### src/rtl/slot_pkg.sv
// Shared slot-machine definitions: reel count, digit range,
// digit type and controller state encoding.
package slot_pkg;

    localparam int NUM_REELS = 4;
    localparam int MAX_DIGIT = 9;
    localparam int DIGIT_W   = 4;

    typedef logic [DIGIT_W-1:0] digit_t;

    typedef enum logic [1:0] {
        IDLE  = 2'd0,
        SPIN  = 2'd1,
        SCORE = 2'd2
    } state_t;

endpackage

### src/rtl/reel_counter.sv
// One reel: a tick divider of DIV and a 0..9 digit.
// Ports: clk, rst (sync, active-high), tick, freeze, digit.
module reel_counter #(
    parameter int DIV = 1
) (
    input  logic       clk,
    input  logic       rst,
    input  logic       tick,
    input  logic       freeze,
    output logic [3:0] digit
);

    import slot_pkg::*;

    localparam int CW = (DIV > 1) ? $clog2(DIV) : 1;
    localparam logic [CW-1:0] DIV_LAST = CW'(DIV - 1);
    localparam digit_t DIGIT_LAST = digit_t'(MAX_DIGIT);

    logic [CW-1:0] div_cnt;

    // The divider only moves while the reel is live, so a frozen reel
    // resumes with the same phase on the next spin.
    always_ff @(posedge clk) begin
        if (rst) begin
            div_cnt <= '0;
            digit   <= '0;
        end else if (tick && !freeze) begin
            if (div_cnt == DIV_LAST) begin
                div_cnt <= '0;
                if (digit == DIGIT_LAST)
                    digit <= '0;
                else
                    digit <= digit + digit_t'(1);
            end else begin
                div_cnt <= div_cnt + CW'(1);
            end
        end
    end

endmodule

### src/rtl/reel_spin_ctrl.sv
// Spin/stop sequencer for four reels; pulses to_score when all landed.
// Ports: clk, rst, spin_tick, btn_spin, is_broke -> num0..3, stop, to_score, busy.
module reel_spin_ctrl #(
    parameter int NUM_REELS       = 4,
    parameter int AUTO_STOP_TICKS = 16
) (
    input  logic       clk,
    input  logic       rst,
    input  logic       spin_tick,
    input  logic       btn_spin,
    input  logic       is_broke,
    output logic [3:0] num0,
    output logic [3:0] num1,
    output logic [3:0] num2,
    output logic [3:0] num3,
    output logic [3:0] stop,
    output logic       to_score,
    output logic       busy
);

    import slot_pkg::*;

    localparam logic AUTO_EN = (AUTO_STOP_TICKS != 0);
    localparam logic [15:0] AUTO_LAST = 16'(AUTO_STOP_TICKS - 1);
    localparam logic [1:0] LAST_IDX = 2'(NUM_REELS - 1);

    state_t      state;
    logic [1:0]  idx;
    logic [15:0] auto_cnt;
    logic        btn_q;

    logic        press;
    logic        in_spin;
    logic        auto_fire;
    logic        stop_now;
    logic [3:0]  stop_mask;
    logic [3:0]  freeze;
    logic [3:0]  digits [NUM_REELS];

    assign press     = btn_spin & ~btn_q;
    assign in_spin   = (state == SPIN);
    assign auto_fire = AUTO_EN && in_spin && spin_tick
                       && (auto_cnt == AUTO_LAST);
    // A press and an auto-stop in the same cycle merge into one stop.
    assign stop_now  = in_spin && (press || auto_fire);
    assign stop_mask = stop_now ? (4'b0001 << idx) : 4'b0000;
    // The reel being stopped this cycle must not take a tick.
    assign freeze    = stop | stop_mask;

    for (genvar i = 0; i < NUM_REELS; i++) begin : g_reel
        reel_counter #(
            .DIV (i + 1)
        ) u_reel (
            .clk    (clk),
            .rst    (rst),
            .tick   (spin_tick),
            .freeze (freeze[i]),
            .digit  (digits[i])
        );
    end

    assign num0 = digits[0];
    assign num1 = digits[1];
    assign num2 = digits[2];
    assign num3 = digits[3];

    always_ff @(posedge clk) begin
        if (rst) begin
            state    <= IDLE;
            stop     <= 4'b1111;
            idx      <= '0;
            auto_cnt <= '0;
            btn_q    <= 1'b0;
            to_score <= 1'b0;
            busy     <= 1'b0;
        end else begin
            btn_q    <= btn_spin;
            to_score <= 1'b0;
            case (state)
                IDLE: begin
                    if (press && !is_broke) begin
                        stop     <= 4'b0000;
                        idx      <= '0;
                        auto_cnt <= '0;
                        busy     <= 1'b1;
                        state    <= SPIN;
                    end
                end
                SPIN: begin
                    if (stop_now) begin
                        stop     <= stop | stop_mask;
                        auto_cnt <= '0;
                        idx      <= idx + 2'd1;
                        if (idx == LAST_IDX) begin
                            to_score <= 1'b1;
                            state    <= SCORE;
                        end
                    end else if (spin_tick && AUTO_EN) begin
                        auto_cnt <= auto_cnt + 16'd1;
                    end
                end
                SCORE: begin
                    busy  <= 1'b0;
                    state <= IDLE;
                end
                default: begin
                    state <= IDLE;
                end
            endcase
        end
    end

endmodule
### config.mk
export PLATFORM = sky130hd
export DESIGN_NAME = reel_spin_ctrl
export DESIGN_NICKNAME = d
export VERILOG_FILES = /design/src/rtl/slot_pkg.sv /design/src/rtl/reel_counter.sv /design/src/rtl/reel_spin_ctrl.sv
export SDC_FILE = /design/constraint.sdc
export NUM_CORES = 1
export LEC_CHECK = 0
export BUFFER_PORTS_ARGS = -buffer_cell sky130_fd_sc_hd__buf_2
export CAP_MARGIN = 20
export CORE_MARGIN = 3
export CORE_UTILIZATION = 55
export DETAILED_ROUTE_END_ITERATION = 10
export PLACE_DENSITY = 0.75
export SETUP_SLACK_MARGIN = 0.4
export SLEW_MARGIN = 20
export SYNTH_ARGS = -nofsm -noshare
export SYNTH_HDL_FRONTEND = slang
export SYNTH_SLANG_ARGS = --single-unit
export TNS_END_PERCENT = 50
### constraint.sdc
create_clock -name clk -period 2.5 [get_ports clk]
set_input_delay 0.25 -clock clk [delete_from_list [all_inputs] [get_ports clk]]
set_output_delay 0.25 -clock clk [all_outputs]
set_load 0.01 [all_outputs]
==> metrics.yaml <==
logic_synthesis:
  synthMuxAreaShare_pct: 1.23
  ys_async_sr_fraction_pct: 0
  synth_fa_ha_area_share_pct: 2.95
  synth_warnings: 0
  synth_area_leader_cell: "dfxtp_1"
  synth_compound_area_share_pct: 22.1
  synth_top_family_by_area: "simple AND/OR/NAND/NOR gates"
  synth_area_per_cell_um2: 8.48
  synth_edf_count: 0
  yosys.cell_types.count: 54
  synthFlopType: "dfxtp_1"
  syn_inst: 300
  ys_top_cells_by_area: "dfxtp_1 (38%), or4_1 (4.4%), a21oi_1 (4.1%), nor2b_1 (3.9%), o21ai_0 (3.9%)"
  synth-xor-area-share_pct: 1.72
  synthSimpleGateAreaFrac_pct: 29.2
  synth_seq_cells: 48
  syn_nets: 311
  yosysSeqAreaShare_pct: 37.8
  synth_top_area_share_pct: 37.8
  synth_area_mm2: 0.00254
power_and_ir_drop:
  p_leak_uw: 0.00101
  p_per_area_mw_per_mm2: 497
  ir_worst_vdd_v: 0.000362
critical_path:
  worstReg2RegEnd: "auto_cnt[13]"
  crit_path_end_kind: "register"
  path_max_fanout: 5
  reg2reg_slack_ns: 0.57
  reg2reg_from: "auto_cnt[0]"
  cp-start-kind: "register"
  cp_data_arrival_time_ns: 2.17
  critical_path_class: "reg -> reg"
  reg2regPathDepth: 6
  required_ns: 2.74
placement:
  gp_congestion: 0.843
  io_buffers: 26
  dp_hpwl_um: 3770
drt:
  ant_nets: 0
  met1Wirelength_um: 2620
  topRoutingLayerUsed: "met4"
  drc: 0
  vias: 2254
  wl_per_cell_um: 14.3
  wl_met3_um: 263
  wl_um: 5360
  first_iter_violations: 119
  firstDrtPassIters: 4
  via_per_inst: 5.99
  wl_met2_um: 2410
min_path:
  worstHoldStart: "btn_spin"
  hold_path_end: "btn_q"
  holdPathStages: 2
  hp-class: "in -> reg"
run_status:
  status: "finished clean"
grt:
  grt_max_degree: 38
  grt_use_total_pct: 20.9
  grt_antenna_before_repair: 0
  grt_pass1_vias: 1987
  grt_overflow: 0
  grt_first_pass_wirelength_um: 9040
die:
  start_util_pct: 57.6
  pin_count: 27
  design.die.area_mm2: 0.00548
  die_h_um: 74.0
  rows: 24
  fp.dieW_um: 74.0
  core_area_mm2: 0.00441
layout:
  nNetsFinal: 334
  final_cell_mix: "dfxtp_1 (48), buf_2 (26), nand2_1 (21), a21oi_1 (21)"
  synthToLayoutAreaGrowth_pct: 9.54
  drive_gt1_share_pct: 15.4
  final_common_cell: "dfxtp_1"
  diodes: 0
clock_network:
  post_cts_buffers: 0
  clk_pin_slew_worst_paths_ns: 0.09
  cts_tree: "built"
  clock_latency_ns: 0.31
  numClockSinks: 48
  numCtsBuffers: 5
  h-tree-depth: 2
  ctsHoldBuffers: 0
  root_buffer: "clkbuf_8"
  clock_path_buffers: 2
sta:
  fin_setup_tns_ns: 0
  slew_headroom_pct: 56.1
  rsz0062_at_grt: "yes"
  post-route-min-period_ns: 1.93
  slew_violations: 0
  clock_skew_ns: 0.00451
  fin_crit_sh_pct: 77.2
  hold_slack_ns: 0.198
  tightest_slew_ns: 0.659
  fmax_mhz: 518
  setup_viol: 0
  hold_violations: 0
job:
  cap_violations: 0
## cells by family after synthesis
kind of cell               after synthesis
DFF                                     48
and+or+nand+nor                        126
muxes                                    3
xor gates and xnor gates                 5
adders and majority gates                6
AOI/OAI and AO/OA                       84
buffers and inverters                   28
## state kept, by name, indices dropped and copies added, names as in the netlist
name / cells
idx: 2
stop: 4
busy: 1
state: 2
auto_cnt: 16
btn_q: 1
g_reel.u_reel.digit: 16
to_score: 1
g_reel.u_reel.div_cnt: 5
## critical path, stage by stage, from the launching register on
cell and delay [ns]:
dfxtp_1 0.35, ha_1 0.23, and3_4 0.22, and4_4 0.18, a21o_1 0.21, or4_1 0.50
a31oi_1 0.17
## synth_stat cells, types with 7 or more instances
library cell,n
a31oi_1,7
or4_1,15
nor3_1,8
a21oi_1,21
dfxtp_1,48
or3_1,8
o21ai_0,20
inv_1,18
nand3_1,9
nor2_1,20
nand2_1,21
nor2b_1,16
## report_power, final
group	internal, uW	switching, uW
Clock	225	270
Combinational	34.5	67.1
Sequential	776	10.9
Total	1040	348
## worst max-delay path by stage
stage                start            to  slack [ns]  cells after the start
6_report       auto_cnt[0]  auto_cnt[13]        0.57                      6
5_1_grt        auto_cnt[0]  auto_cnt[12]        0.40                      6
4_1_cts        auto_cnt[0]  auto_cnt[12]        0.44                      6
3_5_place_dp   auto_cnt[0]  auto_cnt[12]        0.48                      6
3_3_place_gp   auto_cnt[0]  auto_cnt[12]        0.57                      6
2_1_floorplan  auto_cnt[0]  auto_cnt[13]        0.61                      7
## routing by layer
| layer | vias up | track usage (%) |
|---|---|---|
| met5 | - | 0 |
| met4 | 0 | 7.24 |
| met3 | 7 | 5.41 |
| met2 | 42 | 31.3 |
| met1 | 1052 | 29.2 |
| li1 | 1153 | - |
## per-stage QoR
| stage | util (%) | cell area [um2] | total power [uW] | setup slack, ns | std cells |
|---|---|---|---|---|---|
| 2_1_floorplan | - | 2540 | 879 | 0.613 | 300 |
| 3_3_place_gp | 60.7 | 2680 | 905 | 0.574 | 368 |
| 3_5_place_dp | 60.7 | 2680 | 906 | 0.482 | 368 |
| 4_1_cts | 62.8 | 2770 | 1390 | 0.437 | 376 |
| 5_1_grt | 63.1 | 2790 | 1440 | 0.398 | 376 |
| 6_report | 63.1 | 2790 | 1380 | 0.569 | 376 |
## final cells by class
class | count | area (um2)
clock buffer | 7 | 86.3
clock inverter | 1 | 7.51
fill | 398 | 1630
inverter | 18 | 67.6
multi-input combinational | 224 | 1470
sequential | 48 | 961
tap | 52 | 65.1
timing repair buffer | 26 | 130
## what timing repair did
item | CTS | global route
resized for setup | 0 | 2
endpoints found under the setup margin | 0 | 7
endpoints found under the hold margin | 0 | 0
Power figures use the tool's default switching activity.
